===== config.mk =====
export PLATFORM = sky130hd
export DESIGN_NAME = data_mem_responder
export DESIGN_NICKNAME = d
export VERILOG_FILES = /design/src/rtl/riscv_mem_pkg.sv /design/src/rtl/mem_array.sv /design/src/rtl/data_mem_responder.sv
export SDC_FILE = /design/constraint.sdc
export NUM_CORES = 2
export LEC_CHECK = 0
export ABC_AREA = 1
export BUFFER_PORTS_ARGS = -buffer_cell sky130_fd_sc_hd__buf_4
export CORE_MARGIN = 4
export CORE_UTILIZATION = 40
export DETAILED_ROUTE_END_ITERATION = 12
export PLACE_DENSITY_LB_ADDON = 0.05
export SYNTH_ARGS = -nofsm -noshare
export SYNTH_HDL_FRONTEND = slang
export SYNTH_SLANG_ARGS = --single-unit

===== constraint.sdc =====
create_clock -name clock -period 5.7 [get_ports clock]
set_clock_uncertainty 0.2 [all_clocks]
set_input_delay 0.57 -clock clock [delete_from_list [all_inputs] [get_ports clock]]
set_output_delay 0.57 -clock clock [all_outputs]
set_load 0.02 [all_outputs]

===== src/rtl/riscv_mem_pkg.sv =====
// Shared types for the data memory responder.
// Word width, FSM states and fault causes.
package riscv_mem_pkg;

  localparam int WORD_W = 32;
  localparam int STRB_W = WORD_W / 8;
  localparam int CNT_W  = 4;

  typedef enum logic [1:0] {
    IDLE,
    WAIT,
    RESP
  } state_t;

  typedef enum logic [1:0] {
    ERR_NONE,
    ERR_MISALIGN,
    ERR_RANGE
  } err_t;

  function automatic err_t err_cause(
    input logic [WORD_W-1:0] addr,
    input int unsigned       depth
  );
    err_t c;
    c = ERR_NONE;
    if (addr[1:0] != 2'b00)
      c = ERR_MISALIGN;
    else if (32'(addr[WORD_W-1:2]) >= depth)
      c = ERR_RANGE;
    return c;
  endfunction

endpackage


===== src/rtl/mem_array.sv =====
// Word storage: one byte-enabled synchronous write port,
// one combinational read port, contents survive reset.
module mem_array
  import riscv_mem_pkg::*;
#(
  parameter int DEPTH = 64,
  parameter int AW    = 6
) (
  input  logic              clock,
  input  logic              we,
  input  logic [AW-1:0]     waddr,
  input  logic [WORD_W-1:0] wdata,
  input  logic [STRB_W-1:0] wstrb,
  input  logic [AW-1:0]     raddr,
  output logic [WORD_W-1:0] rdata
);

  logic [WORD_W-1:0] mem [DEPTH];

  always_ff @(posedge clock) begin
    if (we) begin
      for (int i = 0; i < STRB_W; i++) begin
        if (wstrb[i])
          mem[waddr][8*i +: 8] <= wdata[8*i +: 8];
      end
    end
  end

  assign rdata = mem[raddr];

endmodule


===== src/rtl/data_mem_responder.sv =====
// Fixed-latency data memory responder: one request in flight,
// fault check on alignment and range, held response.
module data_mem_responder
  import riscv_mem_pkg::*;
#(
  parameter int DEPTH   = 64,
  parameter int LATENCY = 2
) (
  input  logic              clock,
  input  logic              reset,
  input  logic              req_valid,
  output logic              req_ready,
  input  logic              req_we,
  input  logic [WORD_W-1:0] req_addr,
  input  logic [WORD_W-1:0] req_wdata,
  input  logic [STRB_W-1:0] req_wstrb,
  output logic              rsp_valid,
  input  logic              rsp_ready,
  output logic [WORD_W-1:0] rsp_rdata,
  output logic              rsp_err
);

  localparam int AW = (DEPTH > 1) ? $clog2(DEPTH) : 1;
  localparam logic [CNT_W-1:0] CNT_INIT = CNT_W'(LATENCY - 1);

  state_t            state, state_nx;
  logic [CNT_W-1:0]  cnt, cnt_nx;
  logic              accept;
  logic              commit;

  logic              cap_we;
  logic [WORD_W-1:0] cap_addr;
  logic [WORD_W-1:0] cap_wdata;
  logic [STRB_W-1:0] cap_wstrb;

  logic              op_we;
  logic [WORD_W-1:0] op_addr;
  logic [WORD_W-1:0] op_wdata;
  logic [STRB_W-1:0] op_wstrb;
  logic              op_err;
  logic [AW-1:0]     op_idx;
  logic [WORD_W-1:0] mem_rdata;

  assign req_ready = reset && (state == IDLE);
  assign rsp_valid = (state == RESP);
  assign accept    = req_valid && req_ready;

  // With LATENCY = 1 the commit edge is the accept edge,
  // so operands come straight from the request port.
  always_comb begin
    op_we    = cap_we;
    op_addr  = cap_addr;
    op_wdata = cap_wdata;
    op_wstrb = cap_wstrb;
    if (state == IDLE) begin
      op_we    = req_we;
      op_addr  = req_addr;
      op_wdata = req_wdata;
      op_wstrb = req_wstrb;
    end
  end

  assign op_err = (err_cause(op_addr, DEPTH) != ERR_NONE);
  assign op_idx = op_addr[AW+1:2];

  always_comb begin
    state_nx = state;
    cnt_nx   = cnt;
    commit   = 1'b0;
    unique case (state)
      IDLE: begin
        if (accept) begin
          cnt_nx = CNT_INIT;
          if (LATENCY == 1) begin
            state_nx = RESP;
            commit   = 1'b1;
          end else begin
            state_nx = WAIT;
          end
        end
      end
      WAIT: begin
        if (cnt == '0) begin
          state_nx = RESP;
          commit   = 1'b1;
        end else begin
          cnt_nx = cnt - 1'b1;
        end
      end
      RESP: begin
        if (rsp_ready)
          state_nx = IDLE;
      end
      default: state_nx = IDLE;
    endcase
  end

  always_ff @(posedge clock or negedge reset) begin
    if (!reset) begin
      state <= IDLE;
      cnt   <= '0;
    end else begin
      state <= state_nx;
      cnt   <= cnt_nx;
    end
  end

  always_ff @(posedge clock or negedge reset) begin
    if (!reset) begin
      cap_we    <= 1'b0;
      cap_addr  <= '0;
      cap_wdata <= '0;
      cap_wstrb <= '0;
      rsp_rdata <= '0;
      rsp_err   <= 1'b0;
    end else begin
      if (accept) begin
        cap_we    <= req_we;
        cap_addr  <= req_addr;
        cap_wdata <= req_wdata;
        cap_wstrb <= req_wstrb;
      end
      if (commit) begin
        rsp_err   <= op_err;
        rsp_rdata <= (op_err || op_we) ? '0 : mem_rdata;
      end
    end
  end

  mem_array #(
    .DEPTH (DEPTH),
    .AW    (AW)
  ) u_mem (
    .clock (clock),
    .we    (commit && op_we && !op_err),
    .waddr (op_idx),
    .wdata (op_wdata),
    .wstrb (op_wstrb),
    .raddr (op_idx),
    .rdata (mem_rdata)
  );

endmodule


Word-level counts from Yosys, hierarchy flattened
Memories as Yosys holds them, arrays and structs flattened.
Index checks and enable logic that the tools add are counted.
{"block": "totals", "inputBits": 73, "elab_cells": 58, "n_memories": 1, "mem_bits_rw": 2048, "ff_bits": 108, "output_inout_bits": 35}
{"block": "classes", "addsub": 1, "magnitude_cmp": 1, "n_reduce_logical": 13, "muxes": 28, "n_eq_ne": 6}
{"name": "u_mem.mem", "depth": 64, "word_bits": 32, "read_ports": 1, "rd_ports_with_merged_regs": 0, "write_ports": 1, "line_no": "mem_array.sv:18", "rtl": "logic [WORD_W-1:0] mem [DEPTH];"}
{"operator": "2-to-1 mux 32 bit", "n": 3}
{"operator": "greater-or-equal comparator 30 x 7 -> 1 bit (second input constant)", "n": 1}
{"operator": "2-to-1 mux 1 bit", "n": 15}
{"operator": "2-to-1 mux 4 bit", "n": 3}
{"operator": "2-to-1 mux 2 bit", "n": 5}
{"operator": "one-hot mux 4 bit (2 select lines)", "n": 1}
{"operator": "!= test 2 bit (second input constant)", "n": 3}
{"operator": "one-hot mux 2 bit (3 select lines)", "n": 1}
{"operator": "AND reduction 3 bit", "n": 2}
{"operator": "nonzero test 2 bit", "n": 3}
{"operator": "logical AND 1 bit", "n": 4}
{"operator": "zero test 4 bit", "n": 1}
{"operator": "subtractor 4 x 1 -> 4 bit (second input constant)", "n": 1}
{"operator": "equality test 2 x 1 -> 1 bit (second input constant)", "n": 1}
{"operator": "equality test 2 bit (second input constant)", "n": 1}
{"operator": "zero test 2 bit", "n": 1}
{"operator": "!= test 2 x 1 -> 1 bit (second input constant)", "n": 1}
{"operator": "zero test 1 bit", "n": 1}
{"operator": "logical OR 1 bit", "n": 1}

Logic depth before layout (Yosys ltp)
{"block": "logic_depth", "depth_word": 10, "mapped_depth": 18, "mapped_depth_nobuf": 15}

By module
Synthesis repeated with hierarchy kept, for this count alone.
{"block": "hier_totals", "cells_unflattened": 7665, "hier_area_um2": 88319.7}
{"module": "mem_array", "seq_area_each_um2": 61499.0, "cells_per_inst": 7021, "area_each_um2": 83161.0, "n_inst": 1}
{"module": "data_mem_responder", "seq_area_each_um2": 2702.6, "cells_per_inst": 644, "area_each_um2": 5158.7, "n_inst": 1}

Worst setup path after synthesis
OpenSTA, ideal clock, no wires.
{"block": "synth_path", "path_type": "flip-flop to flip-flop", "startpoint": "register state[0]", "endpoint": "memory u_mem.mem[0][0] (data pin)", "arrival_ns": 3.752, "synth_period_minus_slack_ns": 4.654, "path_buffers": 3, "required_ns": 4.798, "path_stages_with_launch": 7, "setup_slack_ns": 1.046, "setup_time_ns": 0.702, "cell_sequence": "dfrtp_1 > inv_1 > nand2_2 > buf_2 > clkbuf_1 > buf_1 > o21ai_0"}
{"block": "synth_between", "elab_chain_len": 2}
{"element": "from (decl)", "line_no": "data_mem_responder.sv:26", "rtl": "state_t state, state_nx;"}
{"element": "from (signal assigned)", "line_no": "data_mem_responder.sv:103", "rtl": "state <= state_nx;"}
{"element": "zero test 2 bit", "line_no": "data_mem_responder.sv:55", "rtl": "if (state == IDLE) begin"}
{"element": "2-to-1 mux 32 bit", "line_no": "data_mem_responder.sv:55"}
{"element": "via op_wdata[0]", "line_no": "data_mem_responder.sv:38", "rtl": "logic [WORD_W-1:0] op_wdata;"}
{"element": "to (decl)", "line_no": "mem_array.sv:18"}
The timed path passes the listed nets, and every way through them passes these cells.

Final worst setup path
{"block": "layout_path", "startpoint": "register state[1]", "endpoint": "memory u_mem.mem[55][0], enable pin"}
{"block": "layout_between", "elab_chain_len": 10, "elab_cells_between_ends": 17, "classes_between": "order compare (1); eq/ne (1); mux (9); reduce/logical (6)"}
{"element": "zero test 2 bit", "line_no": "data_mem_responder.sv:55"}
{"element": "2-to-1 mux 32 bit", "line_no": "data_mem_responder.sv:55"}
{"element": "greater-or-equal comparator 30 x 7 -> 1 bit", "line_no": "riscv_mem_pkg.sv:29", "rtl": "else if (32'(addr[WORD_W-1:2]) >= depth)"}
{"element": "2-to-1 mux 2 bit", "line_no": "riscv_mem_pkg.sv:29"}
{"element": "2-to-1 mux 2 bit", "line_no": "riscv_mem_pkg.sv:27", "rtl": "if (addr[1:0] != 2'b00)"}
{"element": "nonzero test 2 bit", "line_no": "data_mem_responder.sv:63", "rtl": "assign op_err = (err_cause(op_addr, DEPTH) != ERR_NONE);"}
{"element": "zero test 1 bit", "line_no": "data_mem_responder.sv:135", "rtl": ".we (commit && op_we && !op_err),"}
{"element": "logical AND 1 bit", "line_no": "data_mem_responder.sv:135"}
{"element": "2-to-1 mux 1 bit", "line_no": "mem_array.sv:21", "rtl": "if (we) begin"}
{"element": "2-to-1 mux 1 bit (implied by the code)", "line_no": "mem_array.sv:24", "rtl": "mem[waddr][8*i +: 8] <= wdata[8*i +: 8];"}
Parallel ways exist; a longest one is shown, timed or not.

==> summary.md <==
| Metric | Value |
|---|---|
| WP data required | `~6 ns` |
| Clock Power Share | `about 23%` |
| Combinational share of power | `a little over two fifths` |
| Total core area | `about 230,000 sq um` |
| Number of max-cap violations | `0` |
| CP startpoint | `state[1]` |
| Setup TNS | `0 ns` |
| Synth Area per Inst | `10.6 sq um` |
| Synth area leaders | `edfxtp_1 (66%), nand2_1 (15%), inv_1 (3.7%)` |
| Peak VDD IR | `~1.1 mV` |
| Main synth FF type | `edfxtp_1` |
| Hold buffers post-CTS | `between 70 and 80` |
| Total track usage | `between 20% and 30%` |
| H-tree lvl count | `4` |
| YS warnings | `0` |
| Worst Hold Class | `primary input to async pin` |
| Pin count of the biggest net entering global routing | `179` |
| Reg2reg end | `u_mem.mem[55][0]` |
| Drt pass-1 iters | `6` |
| Cells after synthesis | `just under 9,000` |
| Postcts setup bufs | `0` |
| Multiplexer area fraction after synthesis | `less than 1%` |
| Reg clk slew, reported paths | `approximately 0.06 ns` |
| Flops & latches, synth | `2,156` |
| Critical Path Start Type | `flip-flop` |
| Row count | `176` |
| Tmin final | `roughly 4.6 ns` |
| Sequential share of power | `between 30% and 40%` |
| CTS sink cnt | `2,156` |
| Worst slew pin tran | `1.38 ns` |
| RSZ-0062 raised after global routing | `no` |
| Die width | `a little under 500 microns` |
| CTS buffer count | `232` |
| Share of layout cells above drive strength 1 | `a little over a tenth` |
| Clk buf depth | `3` |
| Vias per cell | `about 5.2` |
| CTS tree | `done` |
| Pwr Density | `between 500 and 600 nW/um^2` |
| Gr ovfl total | `0` |
| Synth Area in Simple Gates | `a little under a quarter` |
| Power consumption | `63.3 mW` |
| Crit-path max FO | `17` |
| Pre-CTS setup slack | `1.10 ns` |
| Reg2Reg Setup Slack | `about 1.1 ns` |
| Drc violations | `0` |
| Die footprint | `approximately 240,000 sq um` |
| Endpoints failing setup | `0` |
| Die Ht | `roughly 490 microns` |
| Main combinational cell family by area after synthesis | `simple AND/OR/NAND/NOR gates` |
| Vias in the first global route | `61,700` |
| Top cell type's share of synthesized area | `about two thirds` |
| Finished Layout Cells | `about 12,000` |
| Fill count | `21,700` |
| P_int | `34.8 mW` |
| Synth Area in Compound Gates | `around 1.7%` |
| First-pass GRT wire length | `455,000 microns` |
| Routed len/inst | `approximately 26 microns` |
| Leading area contributor after synthesis | `edfxtp_1` |
| Sw power | `around 28 mW` |
| Status | `complete, no violations` |
| Initial antenna violation count | `18` |
| Fin. Hold Viols | `0` |
| CTS root buf | `clkbuf_16` |
| Final Cycle Share | `80.6%` |
| Post-Place Cells | `11,700` |
| Crit end category | `flip-flop` |
| Area Growth Syn to Fin | `13.9%` |
| R2R cell count | `8` |
| Critical path arrival | `4.90 ns` |
| Sw Ratio | `45.0%` |
| Commonest non-fill, non-tap cell in the layout | `nand2_1` |
| Multi-input gate area | `about 24,000 sq um` |
| Slew headroom | `about 8.2%` |
| Critical path class | `flip-flop to flip-flop` |
| Non-Filler Cell Area, Final | `approximately 110,000 sq um` |
| Post-cts resize count | `0` |
| Commonest cells after routing, fill and taps aside | `nand2_1 (3,770), edfxtp_1 (2,048), inv_1 (911)` |
| Starting DRT DRC Count | `between 6,000 and 7,000` |
| Post-synthesis adder-cell area fraction | `less than 1%` |
| EDFF count, synth | `just over 2,000` |
| Max Freq | `about 220 MHz` |
| NumNets Final | `about 9,100` |
| Placed instance area | `~98,000 sq um` |
| Post-Synth XOR/XNOR Area | `0%` |
| Mapped Area | `93,200 sq um` |
| Vias | `around 63,000` |
| Post-route core utilization | `approximately 46%` |
| Setup ws final | `1.11 ns` |
| Drt total wl | `318,000 microns` |
| WHS | `0.119 ns` |
| Seq/Total Area, Yosys | `68.9%` |
| Synth Net Count | `about 8,900` |
| Sequential cell area | `64,200 sq um` |
| End point of the critical path | `u_mem.mem[55][0]` |
| Num ports | `approximately 110` |
| Later-pin clock latency in the skew report | `roughly 0.88 ns` |
| Initial Utilization | `around 40%` |
| Reg2reg start | `state[1]` |
| Async set or reset register ratio after synthesis | `5.01%` |
| PortBufs | `107` |
| Dpl hpwl | `around 200,000 microns` |
| Pleak | `around 42 nW` |
| Placer Congestion | `0.848` |
| Pins over their slew limit | `0` |
| Post-route ant nets | `0` |
| Post-synthesis cell type count | `33` |
flip-flops by register name (all words and copies together) (netlist names):
name       cells
u_mem.mem   2048
rsp_rdata     32
cap_addr      32
state          2
cnt            4
cap_wstrb      4
cap_we         1
cap_wdata     32
rsp_err        1
worst min path at each step:
stage,depth (start not counted),endpoint,slack (ns),start
finish,2,cap_wdata[4],0.12,reset
global route,2,cap_wdata[4],0.17,reset
CTS,2,cap_wdata[4],0.09,reset
detailed placement,2,cap_we,0.27,cap_we
global placement,2,cap_wdata[9],0.27,cap_wdata[9]
floorplan,0,cap_addr[0],0.07,reset
power groups by stage:
stage | logic, mW | registers (mW) | clock network, mW
floorplan | 14.7 | 21.8 | 0
global placement | 27.8 | 21.4 | 0
detailed placement | 27.6 | 21.4 | 0
CTS | 27.7 | 21.1 | 14.9
global route | 29.7 | 21.1 | 15.6
finish | 27.6 | 21.1 | 14.6
synthesized netlist by cell type, types with 2 or more instances:
cell,instances
nand2_1,3774
edfxtp_1,2048
inv_1,911
nand3_1,562
o21ai_0,265
buf_2,238
nor3_2,231
nor2_1,164
nand4_1,129
clkbuf_1,114
dfrtp_1,108
buf_4,58
a21oi_1,41
buf_1,38
nor3_1,34
buf_6,27
and2_1,25
mux2_2,16
nor2_4,8
o21ai_1,8
inv_2,7
nor4_1,6
nand2_2,5
nor2_2,5
ha_1,2
nand3b_1,2
worst max-delay path, stage by stage (launching register included):
cell and delay [ns]:
dfrtp_1 0.45, nor2_4 0.37, nand2_1 0.11, o21ai_1 0.54, inv_2 0.19, nor3_4 0.64, buf_4 0.42, nand2_1 0.54
nor3_2 0.75
cell type report:
type	count	area share, %
multi-input cells	5284	22.3
inverters	918	3.24
clock buffers	313	5.91
repair buffers	420	3.62
well taps	3026	3.56
diodes	4	0.00942
flip-flops and latches	2156	60.4
clock inverters	116	0.944
cells by family (layout without fill, tap and decap cells):
logic type	after synthesis	count (layout)
AOI/OAI and AO/OA	319	319
adders and majority gates	2	2
buffers and inverters	1393	1767
DFF	2156	2156
muxes	16	16
other	0	4
and+or+nand+nor	4947	4947
layer usage:
| metal | wire, microns | GRT usage, % |
|---|---|---|
| met2 | 145000 | 40.8 |
| met1 | 142000 | 37.1 |
| met3 | 19200 | 3.85 |
| met4 | 11900 | 9.09 |
| met5 | 52 | 0 |
Power figures use the tool's default switching activity.
